===== config.mk =====
export PLATFORM = sky130hd
export DESIGN_NAME = neuron_mac_flat
export DESIGN_NICKNAME = d
export VERILOG_FILES = /design/src/rtl/neuron_mac_if.sv /design/src/rtl/neuron_mac.sv /design/src/flat_wrapper.sv
export SDC_FILE = /design/constraint.sdc
export NUM_CORES = 1
export LEC_CHECK = 0
export BUFFER_PORTS_ARGS = -buffer_cell sky130_fd_sc_hd__buf_2
export CAP_MARGIN = 40
export CORE_ASPECT_RATIO = 1.25
export CORE_MARGIN = 4
export CORE_UTILIZATION = 57
export CTS_CLUSTER_SIZE = 20
export DETAILED_ROUTE_END_ITERATION = 12
export PLACE_DENSITY = 0.8
export SYNTH_ARGS = -nofsm -noshare
export SYNTH_HDL_FRONTEND = slang
export SYNTH_SLANG_ARGS = --single-unit
export TNS_END_PERCENT = 1

===== constraint.sdc =====
create_clock -name clk -period 9.9 [get_ports clk]
set_input_delay 1.485 -clock clk [delete_from_list [all_inputs] [get_ports clk]]
set_output_delay 1.485 -clock clk [all_outputs]
set_load 0.03 [all_outputs]

===== src/rtl/neuron_mac_if.sv =====
`default_nettype none
// ============================================================================
// neuron_mac_if : pixel-in / weight-lookup / result-out bundle for neuron_mac
// Rev 1.0
// ============================================================================
interface neuron_mac_if #(
  parameter int DWIDTH = 16,
  parameter int IWIDTH = 64
) ();
  logic                      start;
  logic                      in_valid;
  logic                      in_ready;
  logic [DWIDTH-1:0]         in_data;
  logic [$clog2(IWIDTH)-1:0] waddr;
  logic [DWIDTH-1:0]         weight;
  logic [DWIDTH-1:0]         bias;
  logic                      out_valid;
  logic                      out_ready;
  logic [DWIDTH-1:0]         out_data;
  logic                      busy;

  modport master (
    output start, in_valid, in_data, weight, bias, out_ready,
    input  in_ready, waddr, out_valid, out_data, busy
  );

  modport slave (
    input  start, in_valid, in_data, weight, bias, out_ready,
    output in_ready, waddr, out_valid, out_data, busy
  );
endinterface
`default_nettype wire


===== src/rtl/neuron_mac.sv =====
`default_nettype none
// ============================================================================
// neuron_mac : serial Q5.10 multiply-accumulate neuron with saturated output;
//              defining NEURON_RELU_EN clamps negative results to zero.
// Rev 1.0
// ============================================================================
module neuron_mac #(
  parameter int DWIDTH = 16,
  parameter int FRAC   = 10,
  parameter int IWIDTH = 64,
  parameter int AWIDTH = 32
) (
  input  logic        clk,
  input  logic        rst_n,
  neuron_mac_if.slave bus
);
  localparam int CW = $clog2(IWIDTH);
  localparam logic [CW-1:0] c_last = CW'(IWIDTH - 1);
  localparam logic signed [AWIDTH-1:0] c_sat_max =
    {{(AWIDTH-DWIDTH+1){1'b0}}, {(DWIDTH-1){1'b1}}};
  localparam logic signed [AWIDTH-1:0] c_sat_min =
    {{(AWIDTH-DWIDTH+1){1'b1}}, {(DWIDTH-1){1'b0}}};

  typedef enum logic [1:0] {
    IDLE = 2'd0,
    ACC  = 2'd1,
    BIAS = 2'd2,
    DONE = 2'd3
  } state_e;

  state_e                   state_q, state_d;
  logic signed [AWIDTH-1:0] acc_q, acc_d;
  logic [CW-1:0]            cnt_q, cnt_d;
  logic                     in_ready_q, in_ready_d;
  logic                     out_valid_q, out_valid_d;
  logic                     busy_q, busy_d;
  logic [DWIDTH-1:0]        out_data_q, out_data_d;

  logic signed [DWIDTH-1:0]   data_s, weight_s, bias_s;
  logic signed [2*DWIDTH-1:0] prod, prod_sh;
  logic signed [AWIDTH-1:0]   prod_ext, bias_sum;
  logic [DWIDTH-1:0]          sat_val, res_val;
  logic                       beat;

  // Datapath: full-precision product rescaled by an arithmetic shift (floor).
  always_comb begin
    data_s   = bus.in_data;
    weight_s = bus.weight;
    bias_s   = bus.bias;
    prod     = (2*DWIDTH)'(data_s) * (2*DWIDTH)'(weight_s);
    prod_sh  = prod >>> FRAC;
    prod_ext = AWIDTH'(prod_sh);
    bias_sum = acc_q + AWIDTH'(bias_s);

    if (bias_sum > c_sat_max) begin
      sat_val = c_sat_max[DWIDTH-1:0];
    end else if (bias_sum < c_sat_min) begin
      sat_val = c_sat_min[DWIDTH-1:0];
    end else begin
      sat_val = bias_sum[DWIDTH-1:0];
    end

`ifdef NEURON_RELU_EN
    res_val = sat_val[DWIDTH-1] ? '0 : sat_val;
`else
    res_val = sat_val;
`endif
  end

  always_comb begin
    beat       = (state_q == ACC) && bus.in_valid && in_ready_q;
    state_d    = state_q;
    acc_d      = acc_q;
    cnt_d      = cnt_q;
    out_data_d = out_data_q;

    case (state_q)
      IDLE: begin
        if (bus.start) begin
          state_d = ACC;
          acc_d   = '0;
          cnt_d   = '0;
        end
      end
      ACC: begin
        if (beat) begin
          acc_d = acc_q + prod_ext;
          if (cnt_q == c_last) begin
            cnt_d   = '0;
            state_d = BIAS;
          end else begin
            cnt_d = cnt_q + CW'(1);
          end
        end
      end
      BIAS: begin
        acc_d      = bias_sum;
        out_data_d = res_val;
        state_d    = DONE;
      end
      DONE: begin
        if (bus.out_ready) begin
          state_d = IDLE;
        end
      end
      default: state_d = IDLE;
    endcase

    // Handshake flags follow the next state so they are registered, not decoded.
    in_ready_d  = (state_d == ACC);
    out_valid_d = (state_d == DONE);
    busy_d      = (state_d != IDLE);
  end

  always_ff @(posedge clk) begin
    if (!rst_n) begin
      state_q     <= IDLE;
      acc_q       <= '0;
      cnt_q       <= '0;
      in_ready_q  <= 1'b0;
      out_valid_q <= 1'b0;
      busy_q      <= 1'b0;
      out_data_q  <= '0;
    end else begin
      state_q     <= state_d;
      acc_q       <= acc_d;
      cnt_q       <= cnt_d;
      in_ready_q  <= in_ready_d;
      out_valid_q <= out_valid_d;
      busy_q      <= busy_d;
      out_data_q  <= out_data_d;
    end
  end

  assign bus.in_ready  = in_ready_q;
  assign bus.out_valid = out_valid_q;
  assign bus.out_data  = out_data_q;
  assign bus.busy      = busy_q;
  assign bus.waddr     = cnt_q;

endmodule
`default_nettype wire

===== src/flat_wrapper.sv =====
// flat-port wrapper written by rule: the top's interface ports become plain ports
module neuron_mac_flat 
#(
  parameter int DWIDTH = 16,
  parameter int FRAC   = 10,
  parameter int IWIDTH = 64,
  parameter int AWIDTH = 32
)
  (clk, rst_n, bus_start, bus_in_valid, bus_in_data, bus_weight, bus_bias, bus_out_ready, bus_in_ready, bus_waddr, bus_out_valid, bus_out_data, bus_busy);
  neuron_mac_if #(.DWIDTH(DWIDTH), .IWIDTH(IWIDTH)) bus_i ();
  input  logic clk;
  input  logic rst_n;
  input wire logic [$bits(bus_i.start)-1:0] bus_start;
  input wire logic [$bits(bus_i.in_valid)-1:0] bus_in_valid;
  input wire logic [$bits(bus_i.in_data)-1:0] bus_in_data;
  input wire logic [$bits(bus_i.weight)-1:0] bus_weight;
  input wire logic [$bits(bus_i.bias)-1:0] bus_bias;
  input wire logic [$bits(bus_i.out_ready)-1:0] bus_out_ready;
  output wire logic [$bits(bus_i.in_ready)-1:0] bus_in_ready;
  output wire logic [$bits(bus_i.waddr)-1:0] bus_waddr;
  output wire logic [$bits(bus_i.out_valid)-1:0] bus_out_valid;
  output wire logic [$bits(bus_i.out_data)-1:0] bus_out_data;
  output wire logic [$bits(bus_i.busy)-1:0] bus_busy;
  assign bus_i.start = bus_start;
  assign bus_i.in_valid = bus_in_valid;
  assign bus_i.in_data = bus_in_data;
  assign bus_i.weight = bus_weight;
  assign bus_i.bias = bus_bias;
  assign bus_i.out_ready = bus_out_ready;
  assign bus_in_ready = bus_i.in_ready;
  assign bus_waddr = bus_i.waddr;
  assign bus_out_valid = bus_i.out_valid;
  assign bus_out_data = bus_i.out_data;
  assign bus_busy = bus_i.busy;
  neuron_mac #(.DWIDTH(DWIDTH), .FRAC(FRAC), .IWIDTH(IWIDTH), .AWIDTH(AWIDTH)) u_core (.clk(clk), .rst_n(rst_n), .bus(bus_i));
endmodule

== Word level (Yosys, flattened, before mapping) ==
Index checks and enable logic that the tools add are counted.

* $mul: 1
* Add/subtract/negate cells: 3
* Multiplexer cells: 14
* Equal/unequal tests: 8
* Magnitude comparators: 2
* Reductions and logical operators: 8

{| class="wikitable"
|+ Operators by type and width
! cell !! count
|-
| case mux 32 bit (3 select lines) || 1
|-
| 2-to-1 mux 32 bit || 2
|-
| adder 32 x 16 -> 32 bit || 1
|-
| adder 32 x 22 -> 32 bit || 1
|-
| > comparator 32 x 16 -> 1 bit, second input constant || 1
|-
| less-than comparator 32 x 16 -> 1 bit, second input constant || 1
|-
| multiplier 16 x 16 -> 32 bit || 1
|-
| 2-to-1 mux 16 bit || 2
|-
| 2-to-1 mux 6 bit || 3
|-
| case mux 6 bit (2 select lines) || 1
|-
| 2-to-1 mux 2 bit || 4
|-
| case mux 2 bit (4 select lines) || 1
|-
| adder 6 x 1 -> 6 bit, second input constant || 1
|-
| equality test 2 bit, second input constant || 3
|-
| equality test 6 bit, second input constant || 1
|-
| AND reduction 3 bit || 2
|-
| equality test 2 x 1 -> 1 bit, second input constant || 2
|-
| nonzero test 2 bit || 2
|-
| nonzero test 3 bit || 1
|-
| logical AND 1 bit || 2
|-
| logical NOT 2 bit || 1
|-
| != test 2 x 1 -> 1 bit, second input constant || 1
|-
| != test 2 bit, second input constant || 1
|}

* Word-level logic and storage cells: 43
* Bits of input ports: 53
* Output and inout bits: 25
* Flip-flop bits (word level): 59

== Longest topological paths before layout ==
Gate-level depths: netlist (run 1).

* Word-level depth: 6
* Mapped depth: 36
* Mapped depth without buffers: 35

== Least setup slack after synthesis (run 1) ==
OpenSTA, ideal clock, no wires.

* Path type: input port to flip-flop
* Start: input bus_in_data[7]
* End: register u_core.acc_q[31]
* Data arrival time: 9.283 ns
* Setup time: 0.122 ns
* Path slack: 0.495 ns
* Stages on the path: 33
* Path buffers: 2
* Data required time: 9.778 ns
* Path through: clkbuf_1 -> nand2_1 -> fa_1 -> inv_1 -> fa_1 -> inv_1 -> fa_1 -> inv_1 -> fa_1 -> fa_1 -> inv_1 -> fa_1 -> inv_1 -> ha_1 -> a21oi_1 -> o21ai_0 -> a21oi_1 -> a21boi_0 -> a311oi_1 -> o311ai_1 -> a211oi_1 -> or4_1 -> nand3_1 -> ha_1 -> clkbuf_1 -> a21o_1 -> a21oi_1 -> nand2_1 -> o221ai_1 -> o21ai_0 -> a21oi_1 -> xnor3_1 -> a221o_1

* Longest elaborated chain between the ends: 4

{| class="wikitable"
|+ Ends and longest elaborated chain
! element !! line !! RTL
|-
| start: declaration || flat_wrapper.sv:15 || <nowiki>input wire logic [$bits(bus_i.in_data)-1:0] bus_in_data;</nowiki>
|-
| multiplier 16 x 16 -> 32 bit || neuron_mac.sv:50 || <nowiki>prod = (2*DWIDTH)'(data_s) * (2*DWIDTH)'(weight_s);</nowiki>
|-
| adder 32 x 22 -> 32 bit || neuron_mac.sv:87 || <nowiki>acc_d = acc_q + prod_ext;</nowiki>
|-
| 2-to-1 mux 32 bit || neuron_mac.sv:86 || <nowiki>if (beat) begin</nowiki>
|-
| case mux 32 bit (3 select lines) || neuron_mac.sv:77 || <nowiki>case (state_q)</nowiki>
|-
| end signal: assignment || neuron_mac.sv:118 || <nowiki>acc_q <= '0;</nowiki>
|-
| end signal: assignment || neuron_mac.sv:126 || <nowiki>acc_q <= acc_d;</nowiki>
|-
| end: declaration || neuron_mac.sv:32 || <nowiki>logic signed [AWIDTH-1:0] acc_q, acc_d;</nowiki>
|}

Every way passes these cells. The select of a mux whose other input is x is not followed.
A chain may end at the register's enable or synchronous reset.

== Worst setup path after layout (run 1) ==
* Start: input bus_weight[1]
* End: register u_core.acc_q[31]

* Longest elaborated chain between the ends: 4

{| class="wikitable"
|+ Ends and longest elaborated chain
! element !! line !! RTL
|-
| start: declaration || flat_wrapper.sv:16 || <nowiki>input wire logic [$bits(bus_i.weight)-1:0] bus_weight;</nowiki>
|-
| multiplier 16 x 16 -> 32 bit || neuron_mac.sv:50 ||
|-
| adder 32 x 22 -> 32 bit || neuron_mac.sv:87 ||
|-
| 2-to-1 mux 32 bit || neuron_mac.sv:86 ||
|-
| case mux 32 bit (3 select lines) || neuron_mac.sv:77 ||
|}

Every way passes these cells. The select of a mux whose other input is x is not followed.

==> results of run 1 <==
layer usage:
| layer | routed length [um] | GRT usage, % | part of all wire [%] | vias up |
|---|---|---|---|---|
| met5 | 0 | 0 | 0 | - |
| met4 | 1877 | 12.19 | 4.8 | 0 |
| met3 | 2379 | 2.804 | 6.0 | 150 |
| met2 | 20140 | 49.90 | 51 | 513 |
| met1 | 15080 | 33.06 | 38 | 6344 |
| li1 | - | - | - | 6063 |
stage by stage:
stage / setup WS (ps) / util [%] / hold WS (ps)
3_5_place_dp: -62.83 / 61.60 / 483.4
2_1_floorplan: 494.9 / - / 457.2
4_1_cts: 220.0 / 62.70 / 495.3
5_1_grt: -53.82 / 63.07 / 526.1
6_report: 473.8 / 63.07 / 493.5
3_3_place_gp: 89.44 / 61.58 / 475.5
sequential cells by signal, indices dropped and copies added, names as in the netlist:
signal	flops
u_core.acc_q	32
u_core.bus.busy	1
u_core.bus.in_ready	1
u_core.bus.out_data	16
u_core.bus.out_valid	1
u_core.bus.waddr	6
u_core.state_q	2
cell type report:
cell class | instances | area, um^2
Timing Repair Buffer | 144 | 894.6
Clock buffer | 9 | 225.2
Tap cell | 345 | 431.7
Multi-Input combinational cell | 1383 | 12950
Clock inverter | 7 | 68.82
Fill cell | 2265 | 9906
Sequential cell | 59 | 1181
Inverter | 310 | 1164
what timing repair did:
action                                  in CTS  in global routing
gates resized for setup                      0                 20
setup buffers                                0                  2
endpoints found under the setup margin       0                  8
final timing paths:
| kind | start | endpoint |
|---|---|---|
| max | bus_weight[1] | u_core.acc_q[31]$_SDFFE_PN0P_ |
| min reg2reg | u_core.acc_q[27]$_SDFFE_PN0P_ | u_core.acc_q[27]$_SDFFE_PN0P_ |
| max reg2reg | u_core.acc_q[0]$_SDFFE_PN0P_ | u_core.bus.out_data[6]$_SDFFE_PN0P_ |
| min | u_core.acc_q[27]$_SDFFE_PN0P_ | u_core.acc_q[27]$_SDFFE_PN0P_ |
tightest hold or removal path: stages (launching register included):
cell and delay (ps):
dfxtp_1 330, nand2_1 50, o21ai_0 60
kinds of logic after synthesis:
| logic type | share of synthesized area, % |
|---|---|
| and+or+nand+nor | 17.80 |
| adders and majority gates | 45.86 |
| buffers and inverters | 9.610 |
| AOI/OAI and AO/OA | 14.08 |
| xor gates and xnor gates | 4.716 |
| DFF | 7.598 |
| muxes | 0.3300 |
cell usage after synthesis (all sizes together) (14+ instances only):
library cell    n  area, um^2
a21o           32       245.2
a21oi          77       385.4
a22oi          18       148.9
a31oi          14       87.58
and2          124       775.7
clkbuf         59       292.8
dfxtp          59        1181
fa            263        5265
ha            149        1864
inv           310        1164
nand2         210       788.3
nand2b         17       106.4
nand3          28       140.1
nor2           79       296.5
nor2b          29       181.4
nor3           21       105.1
o21a           14       105.1
o21ai          69       345.3
o22ai          16       106.4
xnor2          50       456.7
xor2           29       254.0
==> metrics.csv, run 1 <==
stage,metric,value,unit
status,status,finished clean,
timing,finalHoldViolCount,0,
floorplanning,die_h,192.6,um
drt,wire_per_inst,17.49,um
clocking,clockBufferDepth,2,
setup_path,critical_path.startpoint_type,primary input,
setup_path,end_kind,register,
setup_path,path_class,primary input to register,
global_routing,antenna_found_initial,0,
clocking,clock_sinks,59,
logic_synthesis,syn-num-nets,2280,
global_routing,grt_max_degree,41,
setup_path,r2r_slack,5080,ps
drt,first_iter_violations,890,
placed_design,placed_cells,2239,
timing,skew,8.216,ps
timing,timing.final.crit_share,95.21,%
setup_path,r2r_cells,14,
cells_and_area,nets,2372,
timing,slew_viol_final,0,
clocking,cts_tree,built,
timing,clock.fmax,106.1,MHz
logic_synthesis,synth-edff-count,0,
drt,drt-pass1-iter-count,6,
cells_and_area,instances_no_fill,2257,
setup_path,arrival,9650,ps
drt,finalWirelength,39480,um
logic_synthesis,synth_area,0.01555,mm^2
cells_and_area,drive_above_1_share,10.51,%
drt,drc,0,
setup_path,slowest_stage,fa_1,
setup_path,cp_slowest_stage_delay,550,ps
clocking,cts_hold_buf,0,
min_path,min_path_cells,2,
clocking,root_buffer,clkbuf_16,
timing,finalCriticalPeriod,9426,ps
clocking,cts_max_level,3,
setup_path,cp_max_fo,9,
clocking,numCtsBuffers,9,
floorplanning,die_w,155.7,um
logic_synthesis,synth_seq_cells,59,
setup_path,crit_required,10120,ps
cells_and_area,final_area,0.01692,mm^2
clocking,clkLatencyLatePin,330,ps
cells_and_area,layout_commonest_cell,inv_1,
global_routing,grt_usage,27.54,%
floorplanning,std_cell_rows,67,
logic_synthesis,synth_warnings,0,
drt,ant_nets,0,
logic_synthesis,synth_seq_area_share,7.598,%
setup_path,path_buf_inv,6,
placed_design,gp_congestion,0.9593,
logic_synthesis,synthArstFlopShare,0,%
logic_synthesis,synth_cells,1815,
global_routing,grt_pass1_vias,14030,
global_routing,overflow,0,
timing,tns,0,ps
cells_and_area,antenna_cells,0,
timing,relSlewSlack,51.34,%
floorplanning,start_util,57.95,%
floorplanning,ios,78,
setup_path,critical_path.top_delay_family,adder cells,
drt,viasPerCell,5.791,
setup_path,crit_path_frequent_cell,fa_1,
timing,setup_viol_count_final,0,
setup_path,cp.depth,36,
floorplanning,die_area,0.03000,mm^2
placed_design,placed_area,0.01653,mm^2
drt,num_vias,13070,
cells_and_area,area_growth,8.837,%
timing,worst_slew_pin_slew,711.6,ps
cells_and_area,mostFrequentLayoutCells,"inv_1 (310), fa_1 (263), nand2_1 (210)",
global_routing,grt_pass1_wl,67150,um
logic_synthesis,synthFlopType,dfxtp_1,
placed_design,post-dp-hpwl,33330,um
logic_synthesis,syn_area_per_cell,8.565,um^2
logic_synthesis,yosysUniqueCellTypes,82,
min_path,hp-class,register to register,
clocking,clkTransAtPathRegs,50,ps
placed_design,port-buffer-count,77,
floorplanning,coreArea,0.02683,mm^2
job,maxCapViolations,0,
Power of run 1 is not shown: default switching activity piles up to over one toggle a cycle in this logic, so the estimate is an artifact.
==> run 2, diff against run 1 <==
Settings changed: CORE_UTILIZATION 57 to 59, PLACE_DENSITY 0.8 to 0.82.
==> metrics.csv, run 2 (synthesized netlist as in run 1, its figures left out) <==
stage,metric,value,unit,change
placed_design,post-dp-hpwl,33200,um,-0.37%
drt,first_iter_violations,628,,-29%
setup_path,crit_start,bus_in_data[6],,
cells_and_area,largest_reg_flops,32,,unchanged
timing,relSlewSlack,56.42,%,+5.1 points
global_routing,grt_usage,27.91,%,+0.37 points
setup_path,critical_path.startpoint_type,primary input,,
drt,viasPerCell,5.845,,+0.93%
drt,drt-pass1-iter-count,5,,-1
global_routing,grt_pass1_vias,14099,,+0.49%
cells_and_area,final_area,0.01674,mm^2,-1.1%
placed_design,placed_cells,2216,,-1.0%
timing,finalCriticalPeriod,9443,ps,+16.71 ps
timing,timing.final.crit_share,95.38,%,+0.17 points
setup_path,path_class,primary input to register,,
floorplanning,die_h,189.5,um,-1.6%
global_routing,grt_pass1_wl,66900,um,-0.38%
clocking,clkTransAtPathRegs,50,ps,about the same
cells_and_area,layout_commonest_cell,inv_1,,
job,maxCapViolations,0,,unchanged
setup_path,arrival,9660,ps,about the same
min_path,min_path_cells,2,,unchanged
setup_path,crit_required,10120,ps,about the same
min_path,hp-class,register to register,,
placed_design,gp_congestion,0.9515,,-0.81%
clocking,clock_sinks,59,,unchanged
cells_and_area,fillers,2158,,-4.7%
setup_path,cp_slowest_stage_delay,520,ps,-30 ps
setup_path,rr_startpoint,u_core.acc_q[0]$_SDFFE_PN0P_,,
cells_and_area,top_register,u_core.acc_q,,
cells_and_area,drive_above_1_share,9.144,%,-1.4 points
clocking,clockBufferDepth,2,,unchanged
cells_and_area,nets,2352,,-0.84%
clocking,ctsResizeCount,0,,unchanged
timing,setup_viol_count_final,0,,unchanged
timing,finalHoldViolCount,0,,unchanged
cells_and_area,instances_no_fill,2232,,-1.1%
placed_design,port-buffer-count,77,,unchanged
clocking,cts_max_level,3,,unchanged
global_routing,antenna_found_initial,0,,unchanged
clocking,root_buffer,clkbuf_16,,
drt,wire_per_inst,17.52,um,+0.18%
setup_path,crit_path_frequent_cell,fa_1,,
setup_path,r2r_cells,14,,unchanged
clocking,numCtsBuffers,9,,unchanged
clocking,post-cts-setup-buffer-count,0,,unchanged
timing,skew,6.686,ps,-1.531 ps
setup_path,slowest_stage,fa_1,,
floorplanning,die_area,0.02903,mm^2,-3.2%
drt,ant_nets,0,,unchanged
setup_path,end_kind,register,,
global_routing,grt_max_degree,41,,unchanged
clocking,cts_tree,built,,
setup_path,cp_max_fo,9,,unchanged
cells_and_area,mostFrequentLayoutCells,"inv_1 (310), fa_1 (263), nand2_1 (210)",,
cells_and_area,area_growth,7.670,%,
cells_and_area,antenna_cells,0,,unchanged
floorplanning,coreArea,0.02601,mm^2,-3.0%
min_path,hp-start,u_core.bus.waddr[5]$_SDFFE_PN0P_,,
clocking,cts_hold_buf,0,,unchanged
status,status,finished clean,,
timing,slew_viol_final,0,,unchanged
floorplanning,die_w,153.2,um,-1.6%
placed_design,placed_area,0.01638,mm^2,-0.86%
drt,drc,0,,unchanged
global_routing,overflow,0,,unchanged
floorplanning,ios,78,,unchanged
timing,clock.fmax,105.9,MHz,-0.18%
clocking,clkLatencyLatePin,330,ps,about the same
timing,worst_slew_pin_slew,649.1,ps,-62.50 ps
drt,num_vias,13045,,-0.19%
drt,finalWirelength,39110,um,-0.93%
floorplanning,start_util,59.76,%,+1.8 points
floorplanning,std_cell_rows,66,,-1.5%
## run 2: changes by cell type in the layout (fill, tap and decap cells not counted), sizes merged
| cell | previous run | this run |
|---|---|---|
| clkinvlp | 2 | 0 |
| bufinv | 1 | 2 |
| buf | 143 | 122 |
| clkbuf | 10 | 12 |
## run 2: stage by stage
| stage | setup slack, ps | utilization (%) | TNS, ps | hold slack [ps] |
|---|---|---|---|---|
| after floorplan | 494.9 | - | 0 | 457.2 |
| after global placement | 147.5 | 62.96 | 0 | 476.6 |
| after detailed placement | 57.36 | 62.99 | 0 | 485.9 |
| after CTS | 366.4 | 64.18 | 0 | 499.8 |
| after global routing | -5.891 | 64.35 | -5.891 | 520.0 |
| final | 457.1 | 64.35 | 0 | 500.7 |
## run 2: critical path: cells and delay by family
family / cells / cell delay (ps)
buffers and inverters: 7 / 700
and+or+nand+nor: 5 / 750
AOI/OAI and AO/OA: 15 / 2970
xor gates and xnor gates: 1 / 230
adders and majority gates: 8 / 3520
## run 2: path summary, 6_finish.rpt
kind                            slack [ps]                                    to
worst max-delay path                   460         u_core.acc_q[31]$_SDFFE_PN0P_
worst min register to register         500      u_core.bus.waddr[5]$_SDFFE_PN0P_
worst min-delay path                   500      u_core.bus.waddr[5]$_SDFFE_PN0P_
worst max register to register        5110  u_core.bus.out_data[11]$_SDFFE_PN0P_
## run 2: cell type report
type | instances | area [um^2] | share of cell area (%)
Clock inverter | 6 | 80.08 | 0.4784
Inverter | 310 | 1164 | 6.952
Tap cell | 340 | 425.4 | 2.541
Timing Repair Buffer | 124 | 743.2 | 4.440
Multi-Input combinational cell | 1383 | 12920 | 77.16
Clock buffer | 10 | 229.0 | 1.368
Sequential cell | 59 | 1181 | 7.056
## run 2: routing by layer
layer  up-vias  GRT usage (%)  wire length [um]
met4         0          14.60              2182
met1      6367          33.11             14600
li1       6031              -                 -
met2       492          49.66             20030
met5         -              0                 0
met3       155          3.246              2297
Power of run 2 is left out for the same reason.
